## src/rtl/ddr_rd_arbiter_rr_pkg.sv

```systemverilog
// Shared defaults and FSM encodings for the DDR read arbiter.
// Default parameter values track the codebase memory configuration.
package ddr_rd_arbiter_rr_pkg;

    localparam int N_UNITS           = 8;
    localparam int MEM_ADDRBITS      = 25;
    localparam int MEM_WIDTH         = 128;
    localparam int MAX_OUTST_DEFAULT = 4;

    localparam logic [0:0] ST_IDLE  = 1'b0;
    localparam logic [0:0] ST_ISSUE = 1'b1;

endpackage

```

## src/rtl/ddr_rd_arbiter_rr_chk.sv

```systemverilog
// Simulation checks for the read arbiter: the tag FIFO must never see a push while full.
module ddr_rd_arbiter_rr_chk (
    input logic clk,
    input logic rst,
    input logic push,
    input logic full
);

    a_no_push_when_full: assert property (@(posedge clk) disable iff (rst) !(push && full));

endmodule

```

## src/rtl/ddr_rd_arbiter_rr_tag_fifo.sv

```systemverilog
// In-order tag FIFO holding the granted port index of every accepted read.
// Push while full and pop while empty are ignored.
module ddr_rd_arbiter_rr_tag_fifo #(
    parameter int W     = 3,
    parameter int DEPTH = 4
) (
    input  logic                       clk,
    input  logic                       rst,
    input  logic                       push,
    input  logic [W-1:0]               push_data,
    input  logic                       pop,
    output logic [W-1:0]               head,
    output logic [$clog2(DEPTH+1)-1:0] count,
    output logic                       full,
    output logic                       empty
);

    localparam int PW = $clog2(DEPTH);
    localparam int CW = $clog2(DEPTH + 1);

    logic [W-1:0]  mem [DEPTH];
    logic [PW-1:0] wr_ptr;
    logic [PW-1:0] rd_ptr;
    logic          do_push;
    logic          do_pop;

    assign do_push = push && !full;
    assign do_pop  = pop && !empty;
    assign full    = (count == CW'(DEPTH));
    assign empty   = (count == '0);
    assign head    = mem[rd_ptr];

    // Tag storage; contents are only read while the FIFO is non-empty.
    always_ff @(posedge clk) begin
        if (do_push) begin
            mem[wr_ptr] <= push_data;
        end
    end

    // Pointers and occupancy; DEPTH is a power of two so pointers wrap naturally.
    always_ff @(posedge clk or posedge rst) begin
        if (rst) begin
            wr_ptr <= '0;
            rd_ptr <= '0;
            count  <= '0;
        end else begin
            if (do_push) begin
                wr_ptr <= wr_ptr + PW'(1);
            end
            if (do_pop) begin
                rd_ptr <= rd_ptr + PW'(1);
            end
            case ({do_push, do_pop})
                2'b10:   count <= count + CW'(1);
                2'b01:   count <= count - CW'(1);
                default: count <= count;
            endcase
        end
    end

endmodule

```

## src/rtl/ddr_rd_arbiter_rr.sv

```systemverilog
// Read arbiter between N work-unit read ports and the single DDR read channel,
// with round-robin or fixed-priority grant and in-order routing of returned data.
module ddr_rd_arbiter_rr
    import ddr_rd_arbiter_rr_pkg::*;
#(
    parameter int N_PORTS    = N_UNITS,
    parameter int ADDR_BITS  = MEM_ADDRBITS,
    parameter int DATA_WIDTH = MEM_WIDTH,
    parameter int MAX_OUTST  = MAX_OUTST_DEFAULT
) (
    input  logic                           i_clk300,
    input  logic                           i_reset,
    input  logic                           i_mode_fixed,
    input  logic [N_PORTS-1:0]             i_rdata_req,
    input  logic [N_PORTS*ADDR_BITS-1:0]   i_raddr,
    output logic [N_PORTS-1:0]             o_rdata_req_accepted,
    output logic [DATA_WIDTH-1:0]          o_rdata,
    output logic [N_PORTS-1:0]             o_rdata_valid,
    output logic                           o_rdata_req,
    output logic [ADDR_BITS-1:0]           o_raddr,
    input  logic                           i_rdata_req_accepted,
    input  logic [DATA_WIDTH-1:0]          i_rdata,
    input  logic                           i_rdata_valid,
    input  logic                           i_rdata_lastword,
    output logic [$clog2(MAX_OUTST+1)-1:0] o_outstanding,
    output logic                           o_err_orphan
);

    localparam int IW = $clog2(N_PORTS);
    localparam int CW = $clog2(MAX_OUTST + 1);

    logic [0:0]           state;
    logic [IW-1:0]        grant;
    logic [IW-1:0]        ptr;
    logic [IW-1:0]        start;
    logic [IW-1:0]        win;
    logic [IW-1:0]        head;
    logic [ADDR_BITS-1:0] port_addr [N_PORTS];
    logic                 accept;
    logic                 pop;
    logic                 full;
    logic                 empty;
    logic [CW-1:0]        count;

    // Rotate-by-start priority encoder: first requesting port at or after start, wrapping.
    function automatic logic [IW-1:0] pick_winner(input logic [N_PORTS-1:0] req,
                                                  input logic [IW-1:0]      first);
        logic          found;
        logic [IW-1:0] sel;
        logic [IW-1:0] idx;
        found = 1'b0;
        sel   = '0;
        for (int i = 0; i < N_PORTS; i++) begin
            idx = IW'((int'(first) + i) % N_PORTS);
            if (!found && req[idx]) begin
                found = 1'b1;
                sel   = idx;
            end else begin
                found = found;
            end
        end
        return sel;
    endfunction

    function automatic logic [N_PORTS-1:0] onehot(input logic [IW-1:0] idx);
        logic [N_PORTS-1:0] v;
        v      = '0;
        v[idx] = 1'b1;
        return v;
    endfunction

    for (genvar p = 0; p < N_PORTS; p++) begin : g_addr
        assign port_addr[p] = i_raddr[(p+1)*ADDR_BITS-1 -: ADDR_BITS];
    end

    assign accept        = (state == ST_ISSUE) && i_rdata_req_accepted;
    assign pop           = i_rdata_valid && i_rdata_lastword && !empty;
    assign o_outstanding = count;

    // Winner selection; fixed priority is simply a search starting at port 0.
    always_comb begin
        start = i_mode_fixed ? '0 : ptr;
        win   = pick_winner(i_rdata_req, start);
    end

    // Acceptance pulse follows the DDR handshake in the same cycle.
    always_comb begin
        o_rdata_req_accepted = '0;
        if (accept) begin
            o_rdata_req_accepted = onehot(grant);
        end else begin
            o_rdata_req_accepted = '0;
        end
    end

    // Issue FSM: latch winner and address, hold the request until DDR accepts it.
    always_ff @(posedge i_clk300 or posedge i_reset) begin
        if (i_reset) begin
            state       <= ST_IDLE;
            grant       <= '0;
            ptr         <= '0;
            o_rdata_req <= 1'b0;
            o_raddr     <= '0;
        end else begin
            case (state)
                ST_IDLE: begin
                    if (!full && (|i_rdata_req)) begin
                        grant       <= win;
                        o_raddr     <= port_addr[win];
                        o_rdata_req <= 1'b1;
                        state       <= ST_ISSUE;
                    end
                end
                ST_ISSUE: begin
                    if (i_rdata_req_accepted) begin
                        o_rdata_req <= 1'b0;
                        state       <= ST_IDLE;
                        ptr         <= (grant == IW'(N_PORTS - 1)) ? '0 : grant + IW'(1);
                    end
                end
                default: begin
                    o_rdata_req <= 1'b0;
                    state       <= ST_IDLE;
                end
            endcase
        end
    end

    // Return path: route each data word to the oldest outstanding requester.
    always_ff @(posedge i_clk300 or posedge i_reset) begin
        if (i_reset) begin
            o_rdata       <= '0;
            o_rdata_valid <= '0;
            o_err_orphan  <= 1'b0;
        end else begin
            if (i_rdata_valid && !empty) begin
                o_rdata       <= i_rdata;
                o_rdata_valid <= onehot(head);
            end else begin
                o_rdata_valid <= '0;
            end
            if (i_rdata_valid && empty) begin
                o_err_orphan <= 1'b1;
            end
        end
    end

    ddr_rd_arbiter_rr_tag_fifo #(
        .W     (IW),
        .DEPTH (MAX_OUTST)
    ) u_tag_fifo (
        .clk       (i_clk300),
        .rst       (i_reset),
        .push      (accept),
        .push_data (grant),
        .pop       (pop),
        .head      (head),
        .count     (count),
        .full      (full),
        .empty     (empty)
    );

    ddr_rd_arbiter_rr_chk u_chk (
        .clk  (i_clk300),
        .rst  (i_reset),
        .push (accept),
        .full (full)
    );

endmodule

```

## config.mk

```make
export PLATFORM = sky130hd
export DESIGN_NAME = ddr_rd_arbiter_rr
export DESIGN_NICKNAME = d
export VERILOG_FILES = /design/src/rtl/ddr_rd_arbiter_rr_pkg.sv /design/src/rtl/ddr_rd_arbiter_rr_chk.sv /design/src/rtl/ddr_rd_arbiter_rr_tag_fifo.sv /design/src/rtl/ddr_rd_arbiter_rr.sv
export SDC_FILE = /design/constraint.sdc
export NUM_CORES = 1
export LEC_CHECK = 0
export BUFFER_PORTS_ARGS = -buffer_cell sky130_fd_sc_hd__buf_2
export CAP_MARGIN = 20
export CORE_AREA = 2 2 200 202
export CTS_BUF_LIST = sky130_fd_sc_hd__clkbuf_2 sky130_fd_sc_hd__clkbuf_4 sky130_fd_sc_hd__clkbuf_8
export DETAILED_ROUTE_END_ITERATION = 8
export DIE_AREA = 0 0 202 204
export PLACE_DENSITY = 0.57
export SLEW_MARGIN = 0
export SYNTH_ARGS = -nofsm -noshare
export SYNTH_HDL_FRONTEND = slang
export SYNTH_SLANG_ARGS = --single-unit
```

## constraint.sdc

```tcl
create_clock -name i_clk300 -period 6.6 [get_ports i_clk300]
set_input_delay 1.32 -clock i_clk300 [delete_from_list [all_inputs] [get_ports i_clk300]]
set_output_delay 1.32 -clock i_clk300 [all_outputs]
set_load 0.02 [all_outputs]
```

==> results of run 1 <==
[path summary, 6_finish.rpt]
path,from,endpoint,slack (ns)
setup / recovery,i_mode_fixed,o_raddr[12],1.42
hold / removal,o_rdata[48],o_rdata[48],0.47
setup reg to reg,ptr[1],o_raddr[12],1.78
hold reg to reg,o_rdata[48],o_rdata[48],0.47
max in group asynchronous,i_reset,u_tag_fifo.count[2],4.67
min in group asynchronous,i_reset,o_raddr[7],0.84
[state kept, by name, indices dropped and copies added, names as in the netlist]
name,cells
state,1
o_rdata_req,1
u_tag_fifo.count,3
o_err_orphan,1
grant,3
o_rdata_valid,8
o_rdata,128
o_raddr,25
u_tag_fifo.wr_ptr,2
u_tag_fifo.rd_ptr,2
ptr,3
u_tag_fifo.mem,12
[cell families after synthesis]
group           count (synthesis)
compound gates                138
xor+xnor                        9
flops                         189
fa+ha+maj                       9
simple gates                  565
mux                           101
buf+inv                        93
[tightest hold or removal path: stages (launching register included)]
cell	delay [ns]
dfrtp_1	0.34
nand2_1	0.05
nand2_1	0.05
[layer usage]
metal  up-vias  track usage (%)  wire length [um]
met5         -                0                24
met4         4             5.96               845
met1      4557             20.3             14500
li1       4723                -                 -
met3        42             4.03              2420
met2       422             30.8             18700
[area by class of cell]
class	count	area (um^2)	area share (%)
diodes	2	5.00	0.0368
clock buffers	20	269	1.98
clock inverters	12	110	0.810
inverters	16	65.1	0.478
multi-input cells	822	5010	36.9
flip-flops and latches	189	4790	35.2
well taps	525	657	4.83
repair buffers	525	2690	19.8
[through the flow]
| stage | utilization, % | setup WS [ns] |
|---|---|---|
| finish | 34.7 | 1.42 |
| CTS | 34.6 | 1.52 |
| global route | 34.7 | 0.990 |
| floorplan | - | 0.478 |
| detailed placement | 33.7 | 0.986 |
| global placement | 33.7 | 1.04 |
[power breakdown]
part	leakage, nW	switching, mW	internal, mW
clock network	0.191	0.440	0.325
registers	2.27	0.273	1.59
logic	4.68	2.22	1.40
total	7.15	2.94	3.32
[cell usage in the layout (no fill, tap or decap), types with 7 or more instances in the layout]
cell       Yosys  layout
a22o_1        25      25
ha_1           8       8
buf_2         11     515
buf_4          4       7
nor2_1        20      20
nor3b_1       25      25
clkbuf_8       0      19
mux4_2         7       7
mux2_2        28      28
edfxtp_1      12      12
dfrtp_1      177     177
nor2b_1       29      28
nor3_1        12      12
inv_1         14      13
nand2b_1      13      12
mux2i_1       62      62
a2111oi_0     24      24
o21ai_0        9       9
nand2_1      436     435
o41ai_1       23      23
==> results.md, run 1 <==
### Worst hold path
• reg2reg — worst min path class
• 2 — Worst Hold Path Cells

### GRT
• 9623 — number of global-route vias before repair
• 133 — maximum number of pins on one net before global-route repair
• 54.9 mm — global-route wire length before repair
• 0 — total congestion overflow
• 17.3% — combined global-route utilization of all metal layers
• 8 — number of antenna violations at the first check in global routing

### CTS
• yes — TritonCTS clock tree
• 2 — buffer depth of the longest clock path
• 0 — Setup Buffers After CTS
• 17 — number of buffers created by CTS
• 0.08 ns — Reg clk slew, reported paths
• 189 — # clock sinks
• 4 — number of H-tree levels
• 0.51 ns — clk_lat worst skew
• clkbuf_8 — clock tree root driver cell
• 0 — post-cts sizing count
• 0 — hold buffers post-CTS

### Setup path
• 5.55 ns — Arrival @ worst endpoint
• 12 — number of cells on the critical path
• in2reg — classification of the worst setup path
• buf_2 > nor2b_1 > inv_1 > ha_1 > xnor2_1 > nor3_1 > o31ai_1 > a21boi_1 > mux2i_2 > nand2_2 > a2111oi_0 > o41ai_1 — CP Cell Sequence
• nand2_2 — crit path max-delay cell type
• 0.64 ns — Largest stage delay, worst path
• input pin — Critical Path Source Type
• simple AND/OR/NAND/NOR gates — largest delay contributor family on the critical path
• 11 — r2r worst-path depth
• flip-flop — kind of end point of the critical path
• 51 — maximum fanout encountered on the critical timing path
• 2 — total buffers and inverters traversed by the critical path
• 6.96 ns — Worst Path Required

### Route
• 36.4 mm — drt total wl
• 5 — detailed-routing iteration count for the pre-antenna-repair pass
• 663 — number of DRC markers in iteration 0
• 4.62 — post-detailed-route via-to-cell ratio
• 0 — post-route DRC violation count
• 17.3 um — average detailed-routed wire length per instance
• 9748 — vias after detailed routing
• 0 — number of nets with antenna violations after routing

### Logic synthesis
• 1.17% — fraction of the mapped netlist area in adder cells
• 93.7% — async set-or-reset flop fraction in the synthesized netlist
• 1455 — number of nets produced by synthesis
• 0.0102 mm^2 — post-synthesis cell area
• dfrtp_1 43%, nand2_1 16%, mux2i_1 6.1% — largest cells by area after synthesis
• nand2_1 — most numerous cell in the Yosys netlist
• 12 — number of enable flip-flop cells after synthesis
• 1104 — gate count after technology mapping
• 189 — synthesis-stage register bit count
• 43.3% — top-area cell type share of the netlist area
• 0.770% — XOR/XNOR share of the synthesized area
• 11.8% — compound-cell area share of the yosys netlist
• 23.7% — simple logic cell fraction of the synthesized area
• simple AND/OR/NAND/NOR gates — main combinational cell family by area after synthesis
• 80 — synth unique cells
• 0 — Synth Warn #
• 436 x nand2_1, 177 x dfrtp_1, 62 x mux2i_1 — list of most frequent post-synthesis cells
• 9.27 um^2 — average cell area after synthesis
• dfrtp_1 — cell type with the largest total area after synthesis
• 46.8% — sequential fraction of the synthesis area
• dfrtp_1 — Most used DFF post-synth
• 11.2% — mux share of post-synthesis cell area

### Placement
• 0.0132 mm^2 — placed inst area
• 0.903 — Final GP Congestion
• 28.2 mm — post-DP HPWL
• 515 — IO buf count
• 2076 — instance count after placement with tap cells included

### Floorplan
• 202 um — Die X-Extent
• 0.0412 mm^2 — Die Outline Area
• 26.1% — effective utilization at floorplan
• 0.0392 mm^2 — placeable core region
• 516 — IO Pins
• 204 um — Chip Height
• 73 — cell row count

### Final layout
• 39.1% — fraction of layout instances using a drive strength above 1
• 2111 — final non-filler cell total
• 0.0136 mm^2 — Post-Layout Inst Area
• 32.9% — synth-to-layout area growth
• 4108 — filler cell count
• 1922 — Net count, final

### Timing
• 5.18 ns — Final min period
• 1.04 ns — slew of the pin with the lowest slew margin
• 0 — final count of hold timing violations
• no — RSZ-0062 raised after global routing
• 0.474 ns — Worst Hold Slack
• 78.6% — post-route clock period utilization
• 0 — pins over their slew limit
• 193 MHz — highest clock rate
• 0 ns — setup TNS after final layout
• 0.0247 ns — Setup Skew
• 0 — final setup violation count
• 30.8% — remaining max-slew budget at the tightest pin

### Pwr
• 7.15 nW — Leakage Power
• 460 mW/mm^2 — areal power density over the cells
• 0.247 mV — maximum ir drop on the vdd rail
• 6.25 mW — post-layout total power

### Run
• 0 — Max Cap Viol

### Run status
• finished, final reports clean — outcome

No activity file was read; power rests on OpenSTA's default activity.
==> run 2, diff against run 1 <==
clock period = 5.3 ns   (was 6.6 ns; I/O delays follow)
==> run 2 against run 1 <==
Effect of this change: final cell count increased by 0.71%; final area increased by 0.63%; sequential power is 24% higher; die area did not move; core utilization increased by 0.22 points; count of clock-buffer cells in the layout up 1; largest power group unchanged.
==> results.md, run 2 (same netlist as run 1, synthesis figures left out) <==
### Placement
• 0.918 — Final GP Congestion, +1.6%
• 515 — IO buf count, unchanged
• 27.8 mm — post-DP HPWL, -1.2%
• 0.0133 mm^2 — placed inst area, +0.73%

### Setup path
• 27 — maximum fanout encountered on the critical timing path, -47%
• i_mode_fixed — beginning of the critical path
• input pin — Critical Path Source Type
• 5.70 ns — Worst Path Required, -1.26 ns
• o_raddr[22] — crit path capture
• ptr[1] — Crit Reg-Reg Startpoint
• flip-flop — kind of end point of the critical path
• in2reg — classification of the worst setup path
• 4.77 ns — Arrival @ worst endpoint, -0.78 ns
• 1.14 ns — setup slack of the most critical reg-to-reg path, -0.64 ns
• o_raddr[22] — Reg2Reg Capture Point
• 12 — r2r worst-path depth, +1

### Floorplan
• 516 — IO Pins, unchanged
• 0.0412 mm^2 — Die Outline Area, unchanged
• 0.0392 mm^2 — placeable core region, unchanged
• 202 um — Die X-Extent, unchanged
• 26.1% — effective utilization at floorplan, unchanged
• 204 um — Chip Height, unchanged
• 73 — cell row count, unchanged

### Route
• 0 — post-route DRC violation count, unchanged
• 685 — number of DRC markers in iteration 0, +3.3%
• 5 — detailed-routing iteration count for the pre-antenna-repair pass, unchanged
• met4 — top routing layer in use
• 14.1 mm — routed metal-1 wirelength, -2.8%
• 9883 — vias after detailed routing, +1.4%
• 2.56 mm — routed length on met3, +6.0%
• 36.0 mm — drt total wl, -1.2%
• 4.65 — post-detailed-route via-to-cell ratio, +0.67%
• 0 — number of nets with antenna violations after routing, unchanged
• 18.3 mm — routed length on met2, -1.9%
• 16.9 um — average detailed-routed wire length per instance, -1.9%

### CTS
• 189 — # clock sinks, unchanged
• 2 — buffer depth of the longest clock path, unchanged
• yes — TritonCTS clock tree
• 0.12 ns — Reg clk slew, reported paths, +0.04 ns
• clkbuf_8 — clock tree root driver cell
• 0 — post-cts sizing count, unchanged
• 17 — number of buffers created by CTS, unchanged
• 0 — hold buffers post-CTS, unchanged
• 0.53 ns — clk_lat worst skew, +0.02 ns
• 0 — Setup Buffers After CTS, unchanged
• 4 — number of H-tree levels, unchanged

### Timing
• 0 ns — setup TNS after final layout, unchanged
• 0 — final setup violation count, unchanged
• 0.462 ns — Worst Hold Slack, -0.0111 ns
• 0 — final count of hold timing violations, unchanged
• 0.984 ns — slew of the pin with the lowest slew margin, -0.0541 ns
• 34.4% — remaining max-slew budget at the tightest pin, +3.6 points
• 229 MHz — highest clock rate
• 0 — pins over their slew limit, unchanged
• 4.37 ns — Final min period
• 82.5% — post-route clock period utilization
• 0.0305 ns — Setup Skew, +0.00586 ns
• no — RSZ-0062 raised after global routing

### Pwr
• 0.278 mV — maximum ir drop on the vdd rail, +13%
• 577 mW/mm^2 — areal power density over the cells, +26%
• 7.20 nW — Leakage Power, +0.71%

### Final layout
• o_rdata: 128 flops, o_raddr: 25 flops, u_tag_fifo.mem: 12 flops — biggest regs
• 1934 — Net count, final, +0.62%
• o_rdata — Largest Register
• 33.7% — synth-to-layout area growth
• 0.0137 mm^2 — Post-Layout Inst Area, +0.63%
• 39.6% — fraction of layout instances using a drive strength above 1, +0.46 points
• 4099 — filler cell count, -0.22%
• 515 x buf_2, 435 x nand2_1, 177 x dfrtp_1 — commonest non-fill, non-tap cells in the layout
• buf_2 — most common cell after layout, fill and taps aside
• 128 — flip-flop count of the largest register, all copies and words added, unchanged

### Run status
• finished, final reports clean — outcome

### GRT
• 0 — total congestion overflow, unchanged
• 5 — number of antenna violations at the first check in global routing, -3
• 53.3 mm — global-route wire length before repair, -2.9%
• 178 — maximum number of pins on one net before global-route repair, +34%
• 9482 — number of global-route vias before repair, -1.5%
• 16.7% — combined global-route utilization of all metal layers, -0.57 points

### Worst hold path
• reg2reg — worst min path class

### Run
• 0 — Max Cap Viol, unchanged

-- run 2: cell types whose count changed in the layout (fill, tap and decap cells not counted), sizes merged --
cell    previous run  this run
clkinv             6         4
inv               18        19
clkbuf            20        21
diode              2         5
buf              525       537
-- run 2: where the power goes --
part           internal, mW  switching, mW  leakage, nW  total, mW
sequential             1.98          0.334         2.27       2.31
combinational          1.81           2.81         4.73       4.62
clock                 0.412          0.561        0.195      0.973
-- run 2: worst min-delay path by stage --
stage | startpoint | end | slack [ns] | depth (start not counted)
after CTS | o_err_orphan | o_err_orphan | 0.47 | 1
after global routing | o_err_orphan | o_err_orphan | 0.49 | 1
final | o_err_orphan | o_err_orphan | 0.46 | 1
after detailed placement | o_err_orphan | o_err_orphan | 0.45 | 1
after floorplan | u_tag_fifo.rd_ptr[1] | u_tag_fifo.rd_ptr[1] | 0.51 | 1
after global placement | o_err_orphan | o_err_orphan | 0.44 | 1
-- run 2: per-stage QoR --
step | setup WS, ns | std cells | util [%] | total power, mW
6_report | 0.928 | 2126 | 34.9 | 7.90
5_1_grt | 0.633 | 2124 | 34.9 | 8.44
4_1_cts | 1.05 | 2121 | 34.9 | 7.99
3_5_place_dp | 0.451 | 2089 | 33.9 | 6.98
3_3_place_gp | 0.529 | 2089 | 33.9 | 6.92
2_1_floorplan | 1.45 | 1104 | - | 5.64
-- run 2: critical path: stages --
cell	delay [ns]
buf_2	0.31
nand2b_2	0.40
ha_1	0.31
xnor2_1	0.12
nor3_1	0.49
o31ai_1	0.15
a21boi_1	0.22
mux2i_2	0.44
nand2_2	0.45
buf_4	0.32
a2111oi_0	0.36
o41ai_1	0.12
-- run 2: layout make-up --
class | count | area (um^2) | share of cell area, %
Clock buffer | 21 | 277 | 2.02
Timing Repair Buffer | 537 | 2770 | 20.2
Antenna cell | 5 | 12.5 | 0.0914
Sequential cell | 189 | 4790 | 35.0
Tap cell | 525 | 657 | 4.80
Clock inverter | 11 | 104 | 0.759
Multi-Input combinational cell | 822 | 5010 | 36.6
Inverter | 16 | 63.8 | 0.466
-- run 2: routing by layer --
metal	vias to the layer above	global-route usage [%]
met1	4678	19.0
met3	47	4.19
met2	419	29.7
li1	4739	-
met5	-	0
met4	0	7.27
==> run 3, diff against run 2 <==
clock period = 4.3 ns   (was 5.3 ns; I/O delays follow)
==> run 3 against run 2 <==
Effect of this change: routed wire length shrank 0.27%; sequential share of layout area down 0.55 points; sequential power grew 23%; total power is 27% higher; clock power is 33% higher; combinational power is 27% higher; non-clock buffer count up 14; count of clock-buffer cells in the layout is 4 lower; global-route usage increased by 0.15 points; critical endpoint is now o_raddr[9].
==> results.md, run 3 (same netlist as run 1, synthesis figures left out) <==
### Timing
• 252 MHz — highest clock rate
• 1.03 ns — slew of the pin with the lowest slew margin, +0.0481 ns
• 31.2% — remaining max-slew budget at the tightest pin, -3.2 points
• 0 — final count of hold timing violations, unchanged
• no — RSZ-0062 raised after global routing
• 0 — pins over their slew limit, unchanged
• 0.0125 ns — Setup Skew, -0.0181 ns
• 0 — final setup violation count, unchanged
• 3.97 ns — Final min period
• 92.3% — post-route clock period utilization

### Route
• 16.8 um — average detailed-routed wire length per instance, -0.83%
• 571 — number of DRC markers in iteration 0, -17%
• 0 — number of nets with antenna violations after routing, unchanged
• 9948 — vias after detailed routing, +0.66%
• 4.65 — post-detailed-route via-to-cell ratio, about the same
• 35.9 mm — drt total wl, -0.27%
• 0 — post-route DRC violation count, unchanged
• 5 — detailed-routing iteration count for the pre-antenna-repair pass, unchanged

### CTS
• 4 — number of H-tree levels, unchanged
• 189 — # clock sinks, unchanged
• 17 — number of buffers created by CTS, unchanged
• clkbuf_8 — clock tree root driver cell
• 0.51 ns — clk_lat worst skew, -0.02 ns
• 0.11 ns — Reg clk slew, reported paths, about the same
• 0 — hold buffers post-CTS, unchanged
• 2 — buffer depth of the longest clock path, unchanged
• yes — TritonCTS clock tree
• 0 — Setup Buffers After CTS, unchanged

### Floorplan
• 516 — IO Pins, unchanged
• 73 — cell row count, unchanged
• 0.0392 mm^2 — placeable core region, unchanged
• 202 um — Die X-Extent, unchanged
• 204 um — Chip Height, unchanged
• 0.0412 mm^2 — Die Outline Area, unchanged
• 26.1% — effective utilization at floorplan, unchanged

### GRT
• 54.0 mm — global-route wire length before repair, +1.2%
• 9873 — number of global-route vias before repair, +4.1%
• 3 — number of antenna violations at the first check in global routing, -2
• 0 — total congestion overflow, unchanged
• 16.8% — combined global-route utilization of all metal layers, +0.15 points
• 178 — maximum number of pins on one net before global-route repair, unchanged

### Final layout
• 0.00479 mm^2 — sequential cell area, unchanged
• 40.2% — fraction of layout instances using a drive strength above 1, +0.62 points
• 128 — flip-flop count of the largest register, all copies and words added, unchanged
• 2138 — final non-filler cell total, +0.56%
• 35.5% — post-route core utilization, +0.56 points
• o_rdata — Largest Register
• 1949 — Net count, final, +0.78%
• 35.9% — synth-to-layout area growth
• buf_2 — most common cell after layout, fill and taps aside
• 4081 — filler cell count, -0.44%
• 0.0139 mm^2 — Post-Layout Inst Area, +1.6%
• 0.00503 mm^2 — multi-input logic area, +0.40%
• 515 x buf_2, 435 x nand2_1, 177 x dfrtp_1 — commonest non-fill, non-tap cells in the layout
• o_rdata: 128 flops, o_raddr: 25 flops, u_tag_fifo.mem: 12 flops — biggest regs

### Setup path
• 4.70 ns — Worst Path Required, -1.00 ns
• 0.68 ns — Largest stage delay, worst path, +0.19 ns
• flip-flop — kind of end point of the critical path
• 4.37 ns — Arrival @ worst endpoint, -0.40 ns
• dfrtp_1 — crit path max-delay cell type
• reg2reg — classification of the worst setup path
• flip-flop — Critical Path Source Type
• nor2b_1 > inv_1 > ha_1 > xnor2_1 > nor3_1 > o31ai_1 > a21boi_1 > mux2i_2 > a22oi_4 > a22o_1 > o41ai_1 — CP Cell Sequence
• 1 — total buffers and inverters traversed by the critical path, -1
• compound AO/OA/AOI/OAI gates — largest delay contributor family on the critical path
• 25 — maximum fanout encountered on the critical timing path, -7.4%

### Pwr
• 28.4% — Flop pwr share, -0.8 points
• 46.7% — sw frac, -0.16 points
• 58.7% — Gate power share, +0.3 points
• 5.34 mW — Int Power, +27%
• 12.9% — clock network power share, +0.6 points
• 720 mW/mm^2 — areal power density over the cells, +25%
• 7.31 nW — Leakage Power, +1.5%
• 0.385 mV — maximum ir drop on the vdd rail, +39%
• 4.67 mW — power spent charging and discharging nets, +26%

### Placement
• 515 — IO buf count, unchanged
• 0.902 — Final GP Congestion, -1.7%
• 2103 — instance count after placement with tap cells included, +0.67%
• 27.6 mm — post-DP HPWL, -0.86%
• 0.0134 mm^2 — placed inst area, +1.2%

### Worst hold path
• reg2reg — worst min path class

### Run
• 0 — Max Cap Viol, unchanged

### Run status
• finished, final reports clean — outcome

==> run 3: cell count changes in the layout (fill, tap and decap cells not counted), moves of 2 or more <==
cell      change
inv_6         -2
clkinv_2      -3
clkbuf_4      -2
buf_4        +10
clkinv_8      +2
buf_12        +4
clkbuf_8      -2
inv_8         +5
diode_2       -3
==> run 3: worst paths after layout <==
path / start / end / slack [ns] / cells past startpoint
max in group asynchronous: i_reset / o_raddr[23] / 2.98 / 3
hold / removal: o_err_orphan / o_err_orphan / 0.46 / 1
setup reg to reg: ptr[1] / o_raddr[9] / 0.33 / 11
hold reg to reg: o_err_orphan / o_err_orphan / 0.46 / 1
setup / recovery: ptr[1] / o_raddr[9] / 0.33 / 11
min in group asynchronous: i_reset / o_rdata[124] / 0.65 / 3
==> run 3: per-stage QoR <==
| stage | hold WS [ns] | power, mW | worst slack, ns | setup TNS [ns] |
|---|---|---|---|---|
| 4_1_cts | 0.467 | 10.1 | 0.246 | 0 |
| 3_3_place_gp | 0.438 | 8.68 | 0.0657 | 0 |
| 6_report | 0.460 | 10.0 | 0.332 | 0 |
| 3_5_place_dp | 0.445 | 8.77 | -0.0664 | -1.01 |
| 5_1_grt | 0.486 | 10.8 | 0.0157 | 0 |
| 2_1_floorplan | 0.506 | 6.96 | 0.653 | 0 |
==> run 3: what timing repair did <==
action                     4_1_cts  5_1_grt
hold endpoints to repair         0        0
setup endpoints to repair        0        4
resized for setup                0        2
==> run 3: layout make-up <==
type / count / share of cell area (%)
timing repair buffer: 551 / 21.0
inverter: 16 / 0.459
clock inverter: 15 / 1.43
clock buffer: 17 / 1.68
sequential: 189 / 34.4
tap: 525 / 4.72
antenna: 2 / 0.0360
multi-input combinational: 823 / 36.2
==> run 3: metal layers <==
metal	wire length, um	GRT usage [%]	vias up
met4	1210	7.46	0
met3	2390	3.81	58
li1	-	-	4771
met2	18000	29.9	453
met5	0	0	-
met1	14300	19.4	4666
==> run 3: power groups by stage <==
stage / clock [mW] / combinational, mW / sequential, mW
6_report: 1.29 / 5.88 / 2.84
2_1_floorplan: 0 / 3.47 / 3.49
3_5_place_dp: 0 / 5.88 / 2.89
4_1_cts: 1.35 / 5.91 / 2.85
5_1_grt: 1.41 / 6.41 / 2.94
3_3_place_gp: 0 / 5.81 / 2.87
==> run 3: worst register-to-register path: cells and delay by family (launching register included) <==
family          cells  cell delay [ns]
simple gates        2             0.80
fa+ha+maj           1             0.25
buf+inv             1             0.08
mux                 1             0.44
xor+xnor            1             0.17
flops               1             0.68
compound gates      5             1.46
